`config.mk`:
```
export PLATFORM = sky130hd
export DESIGN_NAME = deserializer_flat
export DESIGN_NICKNAME = d
export VERILOG_FILES = /design/src/rtl/deserializer_pkg.sv /design/src/rtl/deserializer_if.sv /design/src/rtl/deser_beat_cnt.sv /design/src/rtl/deserializer.sv /design/src/flat_wrapper.sv
export SDC_FILE = /design/constraint.sdc
export NUM_CORES = 2
export LEC_CHECK = 0
export CAP_MARGIN = 10
export CORE_UTILIZATION = 58
export CTS_CLUSTER_DIAMETER = 60
export DETAILED_ROUTE_END_ITERATION = 10
export HOLD_SLACK_MARGIN = 0.05
export PLACE_DENSITY = 0.88
export RECOVER_POWER = 50
export SLEW_MARGIN = 20
export SYNTH_ARGS = -nofsm -noshare
export SYNTH_HDL_FRONTEND = slang
export SYNTH_SLANG_ARGS = --single-unit
export TNS_END_PERCENT = 30
```
`constraint.sdc`:
```
create_clock -name clk -period 5.3 [get_ports clk]
set_clock_uncertainty 0.2 [all_clocks]
set_input_delay 1.06 -clock clk [delete_from_list [all_inputs] [get_ports clk]]
set_output_delay 1.06 -clock clk [all_outputs]
set_load 0.01 [all_outputs]
```
`src/rtl/deserializer_pkg.sv`:
```
// -----------------------------------------------------------------------------
// deserializer_pkg
// Shared constants and types for the deserializer slice.
//   DATA_W  : width of one signed serial word
//   NUM     : words per assembled frame
//   CNT_W   : width of the beat counter (0..NUM-1)
//   word_t  : one signed word, passed through bit-exact
//   cnt_t   : beat counter value
//   state_e : COLLECT (no frame pending) / HOLD (frame pending on output)
// -----------------------------------------------------------------------------
package deserializer_pkg;

    localparam int DATA_W = 32;
    localparam int NUM    = 16;
    localparam int CNT_W  = $clog2(NUM);

    typedef logic signed [DATA_W-1:0] word_t;
    typedef logic [CNT_W-1:0]         cnt_t;

    typedef enum logic {
        ST_COLLECT = 1'b0,
        ST_HOLD    = 1'b1
    } state_e;

endpackage

```
`src/rtl/deserializer_if.sv`:
```
// -----------------------------------------------------------------------------
// deserializer_if
// Word input stream plus frame output stream of the deserializer.
//   i_valid / i_ready / i_data : serial word handshake (producer -> block)
//   o_valid / o_ready / o_data : parallel frame handshake (block -> consumer)
// Modports:
//   slave  : the deserializer's view
//   master : the environment's view (producer and consumer side)
// -----------------------------------------------------------------------------
interface deserializer_if;
    import deserializer_pkg::*;

    logic  i_valid;
    logic  i_ready;
    word_t i_data;
    logic  o_valid;
    logic  o_ready;
    word_t o_data [NUM-1:0];

    modport slave (
        input  i_valid,
        input  i_data,
        input  o_ready,
        output i_ready,
        output o_valid,
        output o_data
    );

    modport master (
        output i_valid,
        output i_data,
        output o_ready,
        input  i_ready,
        input  o_valid,
        input  o_data
    );

endinterface

```
`src/rtl/deser_beat_cnt.sv`:
```
// -----------------------------------------------------------------------------
// deser_beat_cnt
// Mod-NUM beat counter. Counts accepted beats within a frame and flags the
// beat that completes it.
//   clk  : clock, rising edge
//   rst  : synchronous active-high reset (cnt -> 0)
//   clr  : synchronous clear (cnt -> 0), lower priority than rst
//   inc  : an accepted beat this cycle
//   cnt  : index of the next word within the frame
//   last : inc && cnt == NUM-1 (combinational)
// -----------------------------------------------------------------------------
module deser_beat_cnt
    import deserializer_pkg::*;
(
    input  logic clk,
    input  logic rst,
    input  logic clr,
    input  logic inc,
    output cnt_t cnt,
    output logic last
);

    cnt_t cnt_q;
    cnt_t cnt_d;

    assign last = inc && (cnt_q == cnt_t'(NUM - 1));
    assign cnt  = cnt_q;

    // NOTE: every signal written in always_comb gets a default first, so no
    // path leaves it unassigned and no latch is inferred.
    always_comb begin
        cnt_d = cnt_q;
        if (inc) begin
            cnt_d = last ? '0 : cnt_q + cnt_t'(1);
        end
    end

    // NOTE: state registers use non-blocking assignments so every flop
    // samples pre-edge values regardless of process ordering.
    always_ff @(posedge clk) begin
        if (rst || clr) begin
            cnt_q <= '0;
        end else begin
            cnt_q <= cnt_d;
        end
    end

endmodule

```
`src/rtl/deserializer.sv`:
```
// -----------------------------------------------------------------------------
// deserializer
// Assembles NUM signed words, accepted one per beat, into a parallel frame.
// The k-th accepted word of a frame lands in o_data[k]. Words 0..NUM-2 wait
// in a collect buffer; the last beat loads buffer + i_data into the output
// register in one step and raises o_valid on the next edge.
//
// Ports:
//   clk : clock, rising edge
//   rst : synchronous active-high reset; clears counter, o_valid, o_data and
//         the collect buffer; priority over clr
//   clr : synchronous clear; drops the partial frame and the pending output
//         (o_data keeps its value); a beat in the clr cycle is dropped
//   bus : deserializer_if.slave (word input stream, frame output stream)
//
// Configuration macro DESERIALIZER_DBUF_EN:
//   undefined : single buffer, i_ready = !o_valid, one bubble per frame
//   defined   : collection continues while a frame is pending; only the last
//               word of the next frame waits for the handoff, giving
//               1 word/cycle sustained throughput
// -----------------------------------------------------------------------------
module deserializer
    import deserializer_pkg::*;
(
    input  logic clk,
    input  logic rst,
    input  logic clr,
    deserializer_if.slave bus
);

    state_e state_q;
    state_e state_d;
    cnt_t   cnt;
    logic   cnt_last;
    logic   in_ready;
    logic   beat;
    logic   load_frame;
    logic   handoff;
    logic   o_valid;

    word_t  coll_q   [NUM-2:0];
    word_t  coll_d   [NUM-2:0];
    word_t  o_data_q [NUM-1:0];
    word_t  o_data_d [NUM-1:0];

    // -------------------------------------------------------------------------
    // Handshake
    // -------------------------------------------------------------------------
    assign beat    = bus.i_valid && in_ready;
    assign handoff = o_valid && bus.o_ready;

    // The counter's own clr/rst priority drops a beat arriving with clr; the
    // frame load must be suppressed the same way.
    assign load_frame = cnt_last && !clr;

    deser_beat_cnt u_beat_cnt (
        .clk  (clk),
        .rst  (rst),
        .clr  (clr),
        .inc  (beat),
        .cnt  (cnt),
        .last (cnt_last)
    );

    // -------------------------------------------------------------------------
    // Control FSM: state register / next state / outputs
    // -------------------------------------------------------------------------
    always_ff @(posedge clk) begin
        if (rst) begin
            state_q <= ST_COLLECT;
        end else begin
            state_q <= state_d;
        end
    end

    // A last beat coinciding with a handoff keeps HOLD: the new frame
    // replaces the one being taken.
    always_comb begin
        state_d = state_q;
        if (clr) begin
            state_d = ST_COLLECT;
        end else if (load_frame) begin
            state_d = ST_HOLD;
        end else if (handoff) begin
            state_d = ST_COLLECT;
        end
    end

    always_comb begin
        o_valid = (state_q == ST_HOLD);
`ifdef DESERIALIZER_DBUF_EN
        // Only the completing word must wait until the pending frame leaves.
        in_ready = !(o_valid && !bus.o_ready && (cnt == cnt_t'(NUM - 1)));
`else
        in_ready = !o_valid;
`endif
    end

    assign bus.i_ready = in_ready;
    assign bus.o_valid = o_valid;
    assign bus.o_data  = o_data_q;

    // -------------------------------------------------------------------------
    // Collect buffer: words 0..NUM-2 of the frame being assembled
    // -------------------------------------------------------------------------
    always_comb begin
        coll_d = coll_q;
        if (beat && !clr && !cnt_last) begin
            for (int k = 0; k < NUM - 1; k++) begin
                if (cnt == cnt_t'(k)) begin
                    coll_d[k] = bus.i_data;
                end
            end
        end
    end

    // NOTE: the collect buffer and output register are flop arrays, not RAM,
    // so they take a reset and read as zero afterwards.
    always_ff @(posedge clk) begin
        if (rst) begin
            for (int k = 0; k < NUM - 1; k++) begin
                coll_q[k] <= '0;
            end
        end else begin
            coll_q <= coll_d;
        end
    end

    // -------------------------------------------------------------------------
    // Output register: loaded whole on the last beat, held until then
    // -------------------------------------------------------------------------
    always_comb begin
        o_data_d = o_data_q;
        if (load_frame) begin
            for (int k = 0; k < NUM - 1; k++) begin
                o_data_d[k] = coll_q[k];
            end
            o_data_d[NUM-1] = bus.i_data;
        end
    end

    always_ff @(posedge clk) begin
        if (rst) begin
            for (int k = 0; k < NUM; k++) begin
                o_data_q[k] <= '0;
            end
        end else begin
            o_data_q <= o_data_d;
        end
    end

endmodule

```
`src/flat_wrapper.sv`:
```
// flat-port wrapper written by rule: the top's interface ports become plain ports
module deserializer_flat import deserializer_pkg::*;
  (clk, rst, clr, bus_i_valid, bus_i_data, bus_o_ready, bus_i_ready, bus_o_valid, bus_o_data);
  deserializer_if bus_i ();
  input  logic clk;
  input  logic rst;
  input  logic clr;
  input wire logic [$bits(bus_i.i_valid)-1:0] bus_i_valid;
  input wire logic [$bits(bus_i.i_data)-1:0] bus_i_data;
  input wire logic [$bits(bus_i.o_ready)-1:0] bus_o_ready;
  output wire logic [$bits(bus_i.i_ready)-1:0] bus_i_ready;
  output wire logic [$bits(bus_i.o_valid)-1:0] bus_o_valid;
  output wire logic [$bits(bus_i.o_data)-1:0] bus_o_data;
  assign bus_i.i_valid = bus_i_valid;
  assign bus_i.i_data = bus_i_data;
  assign bus_i.o_ready = bus_o_ready;
  assign bus_i_ready = bus_i.i_ready;
  assign bus_o_valid = bus_i.o_valid;
  assign bus_o_data = {>>{bus_i.o_data}};
  deserializer u_core (.clk(clk), .rst(rst), .clr(clr), .bus(bus_i));
endmodule
```
Word level (Yosys, flattened, before mapping)
Index checks and enable logic that the tools add are counted.
{ "word_totals": {"register_bits": 997, "inputBits": 37, "out_inout_bits": 514} }
{ "op_classes": {"n_addsub": 1, "eq_ne": 15, "muxes": 3, "n_reduce_logical": 28} }
{ "ops": {"columns": ["cell", "n"], "rows": [
  ["$eq 4x4->1 const B", 8],
  ["$reduce_and 2->1", 15],
  ["$eq 4x3->1 const B", 4],
  ["$eq 4x2->1 const B", 2],
  ["$logic_and 1x1->1", 6],
  ["$add 4x1->4 const B", 1],
  ["$eq 4x1->1 const B", 1],
  ["$logic_not 4->1", 1],
  ["$mux 4", 1],
  ["$logic_not 1->1", 3],
  ["$mux 1", 2],
  ["$reduce_bool 2->1", 1],
  ["$reduce_or 2->1", 1],
  ["$logic_or 1x1->1", 1]
]} }

Depth between registers and ports, before layout
{ "logic_depth": {"depth_word": 6, "ltp_mapped": 7, "ltp_nobuf": 5} }

By module
From an unflattened synthesis, not the netlist that was laid out.
{ "hier_totals": {"cells_unflattened": 3888, "area_unflattened_um2": 36293.6} }
{ "modules_own_cells": {"columns": ["mod", "instances", "cells_each", "area_per_inst_um2", "seq_area_each_um2"], "rows": [
  ["deserializer", 1, 3868, 36097.1, 19879.1],
  ["deser_beat_cnt", 1, 20, 196.4, 80.1]
]} }

Least setup slack after synthesis
OpenSTA, ideal clock, no wires.
{ "synth_timing": {"kind": "input to register", "start": "in rst", "end": "reg u_core.coll_q[123] in the netlist's numbering", "setup_time_ns": 0.132, "arrival_time_ns": 2.181, "t_required_ns": 4.968, "setup_slack_ns": 2.787, "path_stages": 6, "n_path_buf": 4, "path_cell_list": "clkbuf_1 clkbuf_1 nand2b_1 clkbuf_1 clkbuf_1 mux2i_1"} }
{ "synth_rtl": {"columns": ["item", "line", "text"], "rows": [
  ["from (decl)", "flat_wrapper.sv:6", "input logic rst;"],
  ["to (signal assigned)", "deserializer.sv:125", "coll_q <= coll_d;"],
  ["to (decl)", "deserializer.sv:41", "word_t coll_q [NUM-2:0];"]
]} }

==> metrics.md <==
| Metric | Value |
|---|---|
| Status | `complete, but fails checks` |
| Failing checks | `capacitance limit, slew limit` |
| Worst EP arrival | `4.30 ns` |
| Largest net degree at the start of global routing | `211` |
| Crit start category | `primary input` |
| Flops & latches, synth | `997` |
| ANT nets after route | `0` |
| Most frequent cells in the layout | `1024 x nand2b_1, 997 x dfxtp_1, 993 x mux2i_1` |
| Sink Count | `997` |
| Largest area contributor in the netlist | `dfxtp_1` |
| Share of layout cells above drive strength 1 | `6.49%` |
| Yosys warnings | `0` |
| Vias per cell | `5.29` |
| Core footprint | `64700 µm²` |
| Area Overhead vs Synth | `24.2%` |
| Crit share post-route | `75.4%` |
| Gr ovfl total | `0` |
| CTS H-tree lvls | `3` |
| DR vias | `25000` |
| Path type of the worst setup path | `in2reg` |
| Routed wire length | `99.6 mm` |
| Slew Viols, Final | `137` |
| Post-cts resize count | `0` |
| Initial drt markers | `1576` |
| Die Y | `258 µm` |
| DP Wirelength | `62.5 mm` |
| First-pass GRT wire length | `149 mm` |
| Initial Util | `58.9%` |
| Placer Congestion | `0.789` |
| Residual DRC | `0` |
| Asr flop ratio synth | `0%` |
| Rel. slew slack | `-37.5%` |
| Worst-Margin Slew | `2.06 ns` |
| Post-synth EDFFs | `0` |
| VDD IR-drop max | `0.341 mV` |
| Clock root cell | `clkbuf_16` |
| Register Area | `20000 µm²` |
| Share of the synthesized area in the top cell type | `52.4%` |
| I/O pin count | `551` |
| Vias in the first global route | `25000` |
| Cell Pwr Density | `322 nW/µm²` |
| TritonCTS clock tree | `done` |
| Antenna violations before repair | `3` |
| DR WL/cell | `21.1 µm` |
| Multi-input gate area | `16800 µm²` |
| Post-CTS setup buffer count | `0` |
| Final nets | `3825` |
| Crit. End Element | `flip-flop` |
| Clock Latency Late Sink | `0.64 ns` |
| Post-synth cell types | `31` |
| Max-Cap Viols | `2` |
| Cells after Synth | `3355` |
| Area contributors post-synth | `dfxtp_1 52%, mux2i_1 26%, nand2b_1 17%, clkbuf_1 1.8%, buf_4 1.1%` |
| Overall Global Routing Usage | `28.9%` |
| Max Freq | `250 MHz` |
| Drt pass-1 iters | `5` |
| Worst-path clk slew | `0.06 ns` |
| Syn_area_per_cell | `11.4 µm²` |
| Synth Flop Type | `dfxtp_1` |
| Hold Fails Final Rpt | `0` |
| Leakage | `19.5 nW` |
| IO Port Bufs | `550` |
| R2R Setup Slk | `2.54 ns` |
| Inserted Clock Buffers | `97` |
| Num rows | `93` |
| Clk buf depth | `3` |
| Setup total negative slack | `0 ns` |
| Final Critical Period | `4.00 ns` |
| Crit Path Max Fanout | `121` |
| Worst min path class | `reg2reg` |
| Die area | `66700 µm²` |
| Most common cell after layout, fill and taps aside | `nand2b_1` |
| # fillers | `4366` |
| RSZ-0062 raised after global routing | `false` |
| Register area share after synthesis | `52.4%` |
| WP data required | `5.60 ns` |
| Hold buffer count at cts | `0` |
| Mapped Area | `38100 µm²` |
| Tot Pwr | `15.2 mW` |
| Synthesized net count | `3396` |
| Die X | `258 µm` |
| Setup-failing EPs final | `0` |
logic make-up (layout without fill, tap and decap cells):
logic type	count (synthesis)	in the layout	synth area share (%)
simple gates	1062	1062	17.5
flops	997	997	52.4
mux	994	994	26.1
buf+inv	292	802	3.69
compound gates	5	5	0.0854
fa+ha+maj	4	4	0.131
xor+xnor	1	1	0.0230
other cells	0	3	0
where the power goes:
| group | switching [mW] | total, mW | internal, mW |
|---|---|---|---|
| Clock | 2.95 | 7.27 | 4.32 |
| Sequential | 0.00537 | 7.51 | 7.51 |
| Combinational | 0.247 | 0.433 | 0.186 |
| Total | 3.20 | 15.2 | 12.0 |
critical path, cell delays in order:
cell      delay (ns)
clkbuf_2        1.39
buf_4           0.50
clkbuf_1        0.57
nand2b_1        0.19
buf_4           0.33
mux2i_1         0.14
cell usage after synthesis (all sizes together), types with 2 or more instances:
master / n
nand3: 4
nand2b: 1025
or3b: 2
nor3: 2
a21oi: 3
nor2: 5
nand4b: 2
dfxtp: 997
nor2b: 4
nand2: 7
inv: 4
nor3b: 2
ha: 4
mux2i: 993
clkbuf: 182
and4bb: 2
buf: 106
nand4: 3
through the flow:
step	setup WS (ns)	instance area [µm²]	std cells	hold slack, ns	util (%)
after detailed placement	1.46	43900	4540	0.259	67.9
after floorplan	2.79	38100	3355	0.258	-
after global routing	1.03	47300	4723	0.284	73.1
after global placement	1.48	43900	4539	0.258	67.9
after CTS	1.96	47300	4720	0.273	73.2
final	1.30	47300	4723	0.268	73.1
final timing paths:
path,startpoint,endpoint,cells past startpoint
min reg2reg,u_core.bus.o_data[70],u_core.bus.o_data[70],2
max reg2reg,u_core.u_beat_cnt.cnt[0],u_core.bus.o_data[314],6
max,rst,u_core.coll_q[296],6
min,u_core.bus.o_data[70],u_core.bus.o_data[70],2
final cells by class:
type                    count  area share [%]
well taps                 855            2.26
inverters                   4          0.0317
repair buffers            618            12.8
flip-flops and latches    997            42.2
clock buffers             134            5.96
clock inverters            46            1.26
diodes                      3          0.0159
multi-input cells        2066            35.5
per-layer routing:
metal / track usage, % / vias to the layer above / share of wire, %
li1: - / 11900 / -
met4: 14.3 / 0 / 4.6
met3: 6.26 / 207 / 5.5
met5: 0 / - / 0
met2: 49.1 / 598 / 49
met1: 34.6 / 12200 / 41
sequential cells by signal (all words and copies together) (netlist names):
register,cells
u_core.bus.o_data,512
u_core.bus.o_valid,1
u_core.coll_q,480
u_core.u_beat_cnt.cnt,4
Note: power is estimated with default switching activity, not from simulation.
